## src/rtl/wb_select_reg.sv

```systemverilog
// Write-back data register: selects a result source, aligns/extends memory loads,
// waits for late load data with a bounded timeout, and registers the regfile write value.
module wb_select_reg #(
  parameter int NSRC    = 4,
  parameter int SELW    = 2,
  parameter int MEM_SRC = 1,
  parameter int TIMEOUT = 15
) (
  input  logic                i_clk,
  input  logic                i_rst_n,
  input  logic                i_en,
  input  logic                i_flush,
  input  logic [SELW-1:0]     i_src_sel,
  input  logic [NSRC*32-1:0]  i_srcs,
  input  logic [2:0]          i_ld_type,
  input  logic [1:0]          i_addr_lo,
  input  logic                i_mem_valid,
  output logic [31:0]         o_wb_data,
  output logic                o_wb_valid,
  output logic                o_busy,
  output logic                o_misalign,
  output logic                o_timeout
);

  localparam int CW = $clog2(TIMEOUT + 1);
  localparam logic [CW-1:0] LAST_CNT = CW'(TIMEOUT - 1);

  typedef enum logic [0:0] {
    IDLE     = 1'b0,
    WAIT_MEM = 1'b1
  } state_t;

  state_t        r_state;
  logic [CW-1:0] r_count;
  logic [2:0]    r_ldType;
  logic [1:0]    r_addrLo;
  logic [31:0]   r_wbData;
  logic          r_wbValid;
  logic          r_misalign;
  logic          r_timeout;

  state_t        w_nextState;
  logic [CW-1:0] w_nextCount;
  logic [31:0]   w_nextData;
  logic          w_nextValid;
  logic          w_nextMisalign;
  logic          w_nextTimeout;
  logic          w_latchLoad;

  logic [31:0]   w_selData;
  logic [31:0]   w_memData;
  logic          w_isMem;
  logic [2:0]    w_ldType;
  logic [1:0]    w_addrLo;
  logic [31:0]   w_aligned;
  logic          w_misaligned;
  logic [15:0]   w_half;
  logic [7:0]    w_byte;

  // Out-of-range selects fall back to source 0, so its data is the default.
  always_comb begin
    w_selData = i_srcs[31:0];
    w_isMem   = (MEM_SRC == 0);
    for (int i = 1; i < NSRC; i++) begin
      if (int'(i_src_sel) == i) begin
        w_selData = i_srcs[32*i +: 32];
        w_isMem   = (i == MEM_SRC);
      end
    end
  end

  assign w_memData = i_srcs[32*MEM_SRC +: 32];

  // A load that arrived late must use the type/offset captured when it was issued.
  assign w_ldType = (r_state == WAIT_MEM) ? r_ldType : i_ld_type;
  assign w_addrLo = (r_state == WAIT_MEM) ? r_addrLo : i_addr_lo;

  assign w_half = w_addrLo[1] ? w_memData[31:16] : w_memData[15:0];

  always_comb begin
    w_byte = w_memData[7:0];
    case (w_addrLo)
      2'd1:    w_byte = w_memData[15:8];
      2'd2:    w_byte = w_memData[23:16];
      2'd3:    w_byte = w_memData[31:24];
      default: w_byte = w_memData[7:0];
    endcase
  end

  always_comb begin
    w_aligned    = w_memData;
    w_misaligned = 1'b0;
    case (w_ldType)
      3'd1: begin
        w_misaligned = w_addrLo[0];
        w_aligned    = {{16{w_half[15]}}, w_half};
      end
      3'd2: begin
        w_misaligned = w_addrLo[0];
        w_aligned    = {16'h0000, w_half};
      end
      3'd3: w_aligned = {{24{w_byte[7]}}, w_byte};
      3'd4: w_aligned = {24'h000000, w_byte};
      default: begin
        w_misaligned = (w_addrLo != 2'd0);
        w_aligned    = w_memData;
      end
    endcase
  end

  always_comb begin
    w_nextState    = r_state;
    w_nextCount    = r_count;
    w_nextData     = r_wbData;
    w_nextValid    = 1'b0;
    w_nextMisalign = 1'b0;
    w_nextTimeout  = 1'b0;
    w_latchLoad    = 1'b0;
    if (i_flush) begin
      w_nextState = IDLE;
      w_nextCount = '0;
    end else begin
      case (r_state)
        IDLE: begin
          if (i_en) begin
            if (!w_isMem) begin
              w_nextData  = w_selData;
              w_nextValid = 1'b1;
            end else if (i_mem_valid) begin
              if (w_misaligned) begin
                w_nextMisalign = 1'b1;
              end else begin
                w_nextData  = w_aligned;
                w_nextValid = 1'b1;
              end
            end else begin
              w_nextState = WAIT_MEM;
              w_nextCount = '0;
              w_latchLoad = 1'b1;
            end
          end
        end
        WAIT_MEM: begin
          // Data arriving on the final allowed cycle still beats the timeout.
          if (i_mem_valid) begin
            w_nextState = IDLE;
            w_nextCount = '0;
            if (w_misaligned) begin
              w_nextMisalign = 1'b1;
            end else begin
              w_nextData  = w_aligned;
              w_nextValid = 1'b1;
            end
          end else if (r_count == LAST_CNT) begin
            w_nextState   = IDLE;
            w_nextCount   = '0;
            w_nextTimeout = 1'b1;
          end else begin
            w_nextCount = r_count + CW'(1);
          end
        end
        default: begin
          w_nextState = IDLE;
          w_nextCount = '0;
        end
      endcase
    end
  end

  always_ff @(posedge i_clk) begin
    if (!i_rst_n) begin
      r_state    <= IDLE;
      r_count    <= '0;
      r_ldType   <= 3'd0;
      r_addrLo   <= 2'd0;
      r_wbData   <= 32'h0;
      r_wbValid  <= 1'b0;
      r_misalign <= 1'b0;
      r_timeout  <= 1'b0;
    end else begin
      r_state    <= w_nextState;
      r_count    <= w_nextCount;
      r_wbData   <= w_nextData;
      r_wbValid  <= w_nextValid;
      r_misalign <= w_nextMisalign;
      r_timeout  <= w_nextTimeout;
      if (w_latchLoad) begin
        r_ldType <= i_ld_type;
        r_addrLo <= i_addr_lo;
      end
    end
  end

  assign o_wb_data  = r_wbData;
  assign o_wb_valid = r_wbValid;
  assign o_busy     = (r_state == WAIT_MEM);
  assign o_misalign = r_misalign;
  assign o_timeout  = r_timeout;

endmodule
```

## config.mk

```make
export PLATFORM = sky130hd
export DESIGN_NAME = wb_select_reg
export DESIGN_NICKNAME = d
export VERILOG_FILES = /design/src/rtl/wb_select_reg.sv
export SDC_FILE = /design/constraint.sdc
export NUM_CORES = 1
export LEC_CHECK = 0
export CORE_AREA = 2 2 102 104
export CTS_BUF_LIST = sky130_fd_sc_hd__clkbuf_16
export DETAILED_ROUTE_END_ITERATION = 6
export DIE_AREA = 0 0 104 106
export GPL_ROUTABILITY_DRIVEN = 0
export GPL_TIMING_DRIVEN = 0
export PLACE_DENSITY = 0.76
export SYNTH_ARGS = -nofsm -noshare
export SYNTH_HDL_FRONTEND = slang
export SYNTH_SLANG_ARGS = --single-unit
```

## constraint.sdc

```tcl
create_clock -name i_clk -period 4.53 [get_ports i_clk]
set_clock_uncertainty 0.1 [all_clocks]
set_input_delay 0.453 -clock i_clk [delete_from_list [all_inputs] [get_ports i_clk]]
set_output_delay 0.453 -clock i_clk [all_outputs]
set_load 0.1 [all_outputs]
```

==> flow_summary.toml <==
[setup_path]
crit_family = "compound AO/OA/AOI/OAI gates"
crit_chain = "clkdlybuf4s50_1, clkbuf_1, or4b_1, nand4_2, o311a_4, nand2_2, a2111oi_0, nor3_1"
worstSetupPathType = "in2reg"
worst-r2r-setup-slack_ns = 1.40
max_stage_delay_ns = 0.85
cp_num_buf_inv = 2
required_ns = 4.57
reg2reg_to = "o_wb_data[15]"
critPathSlowestCell = "a2111oi_0"
cp.arrival_ns = 3.22
reg2regPathDepth = 7
start_kind = "primary input"
endpoint_kind = "flip-flop"
r2r-start = "o_busy"
cp_max_fo = 10

[timing]
fin_crit_ns = 3.178
tightestPinTransition_ns = 1.016
fin_setup_tns_ns = 0
maxSlewHeadroom = 0.3203
max_freq_mhz = 314.7
setup_viol = 0
final_max_slew_viol_count = 0
fin_crit_sh = 0.7016
setup_ws_ns = 1.352
finalHoldViolCount = 0
rsz0062_at_grt = "false"

[clocking]
tritoncts = "done"
worst_skew_pair.late_latency_ns = 0.29
path_clk_slew_ns = 0.08
h-tree-depth = 2
clock_sinks = 45
cts_hold_buffers = 0
cts.repair.resized = 0
clockBufferDepth = 2
cts_root_buf = "clkbuf_16"
postCtsSetupRepairBufs = 0
numCtsBuffers = 5

[logic_synthesis]
async_flop_share = 0
synth_flop_cell = "dfxtp_1"
syn_avg_cell_area_um2 = 7.832
synth_edf_count = 0
yosys.area.top_type_share = 0.2314
synth_cell_types = 76
syn_inst = 497
synth-seq-cells = 45
ys_top_cells_by_area = "dfxtp_1 (23%), mux2i_1 (7.7%), nor2_1 (6.2%), a21oi_1 (5.9%), mux2_2 (5.8%)"
netlist_area_um2 = 3892
yosys_warnings = 0
synth_top_cell_by_area = "dfxtp_1"
syn_nets = 639
seq_area_frac_synth = 0.2314

[drt]
remaining_drc_errors = 2
num_vias = 4773
routed_wl_um = 15730
ant_nets = 0
wl_per_cell_um = 19.37
drt_first_pass_iters = 7
viasPerCell = 5.878
drt_iter0_drc = 471

[outcome]
status = "finished with violations"
violations = "DRC"

[layout]
multi_input_area_um2 = 2778
nets = 817
area_growth_pct = 52.30
drive_gt1_frac = 0.1124
stdcell_area_um2 = 5928
register_area_um2 = 900.9
antenna_cells = 0
stdcell_count = 812
nFillCells = 938

[place]
portBuffers = 171
place_inst = 804
place_ws_ns = 1.130
dpl.hpwl_um = 12600
dpl_cell_area_um2 = 5774

[floorplan]
rows = 37
core_area_um2 = 10000
fp.dieW_um = 104
die_area_um2 = 11020
initial_core_util = 0.3893
die_h_um = 106
io_pins = 176

[power]
peakVddDrop_v = 0.0001357
power_uw = 1398
p_per_area_nw_per_um2 = 235.8
p_leak_uw = 0.002192

[global_routing]
antenna_found_initial = 0
grt_max_degree = 18
grt_overflow = 0
grt_pass1_vias = 4656
grt_usage = 0.2771
grt_pass1_wl_um = 24720

[job]
cap_violations = 0

[hold_path]
hold_path_depth = 2
min_from = "o_wb_data[10]"
hold_path_end = "o_wb_data[10]"
hp-class = "reg2reg"
==> worst max path at each step <==
stage,slack [ns],cells past startpoint,startpoint,end
global placement,1.19,8,i_ld_type[0],o_wb_data[15]
finish,1.35,8,i_ld_type[0],o_wb_data[15]
CTS,1.43,8,i_ld_type[0],o_wb_data[15]
floorplan,1.59,7,o_busy,o_wb_data[13]
detailed placement,1.13,8,i_ld_type[0],o_wb_data[15]
global route,1.24,8,i_ld_type[0],o_wb_data[15]
==> metrics by stage <==
stage / hold WS, ns / utilization
floorplan: 0.3572 / -
global placement: 0.3440 / 0.5775
detailed placement: 0.3478 / 0.5775
CTS: 0.3592 / 0.5928
global route: 0.3905 / 0.5928
finish: 0.3619 / 0.5928
==> routing by layer <==
metal  part of all wire  vias up  GRT usage  routed length (um)
met5                  0        -          0                   0
li1                   -     2227          -                   -
met3              0.083       42    0.04782                1298
met1               0.41     2237     0.3513                6376
met4              0.026        0    0.07432                 410
met2               0.49      267     0.4859                7644
==> cell families (layout without fill, tap and decap cells) <==
logic type,Yosys count,in the layout,synth area share
adders and majority gates,4,4,0.01157
and+or+nand+nor,161,161,0.1961
AOI/OAI and AO/OA,185,185,0.3510
xor gates and xnor gates,3,3,0.006751
DFF,45,45,0.2314
buffers and inverters,46,225,0.05496
muxes,53,53,0.1482
==> worst register-to-register path: stages (launching register included) <==
cell	delay, ns
dfxtp_1	0.49
buf_6	0.20
mux2i_1	0.50
and4_4	0.35
o311a_4	0.25
nand2_2	0.16
a2111oi_0	0.86
nor3_1	0.08
==> layout make-up <==
cell class / count / share of cell area
Multi-Input combinational cell: 406 / 0.4686
Tap cell: 136 / 0.02870
Buffer: 35 / 0.02913
Clock buffer: 5 / 0.02111
Sequential cell: 45 / 0.1520
Inverter: 11 / 0.006965
Clock inverter: 3 / 0.004854
Timing Repair Buffer: 171 / 0.2887
==> sequential cells by signal (all words and copies together) (netlist names) <==
signal and cells:
o_timeout 1, o_wb_valid 1, r_ldType 3, r_addrLo 2, r_count 4, o_busy 1
o_wb_data 32, o_misalign 1
==> report_power, final <==
part | switching [uW] | internal [uW] | leakage (uW) | total, uW
logic | 339 | 235 | 0.00175 | 573
clock network | 184 | 213 | 0.0000767 | 397
registers | 12.1 | 415 | 0.000367 | 427
==> cells in the mapped netlist, drive strengths merged, types with 8 or more instances <==
cell type	count
nor3	15
o21ai	37
a221oi	17
a21oi	50
nand2	45
nor2	64
buf	16
clkbuf	19
inv	11
mux2i	32
mux2	21
o2bb2ai	8
dfxtp	45
a22oi	10
==> placed cells by master, fill, tap and decap left out, types with 4 or more instances in the layout <==
cell	count
buf_2	9
a22oi_1	10
a21o_1	5
a32o_1	4
mux2i_1	30
o21ai_0	30
inv_1	10
a22o_1	5
clkbuf_16	5
a221oi_1	13
mux2_2	20
a21oi_1	46
o31a_1	5
clkbuf_1	19
or2_2	4
clkdlybuf4s50_1	171
nor3_1	14
a211oi_1	6
a221oi_2	4
nand2_1	44
o21ai_1	6
nand3_1	6
dfxtp_1	45
o2bb2ai_1	8
a21boi_0	4
nor2_1	64
a31o_2	5
a21oi_2	4
No activity file was read; power rests on OpenSTA's default activity.
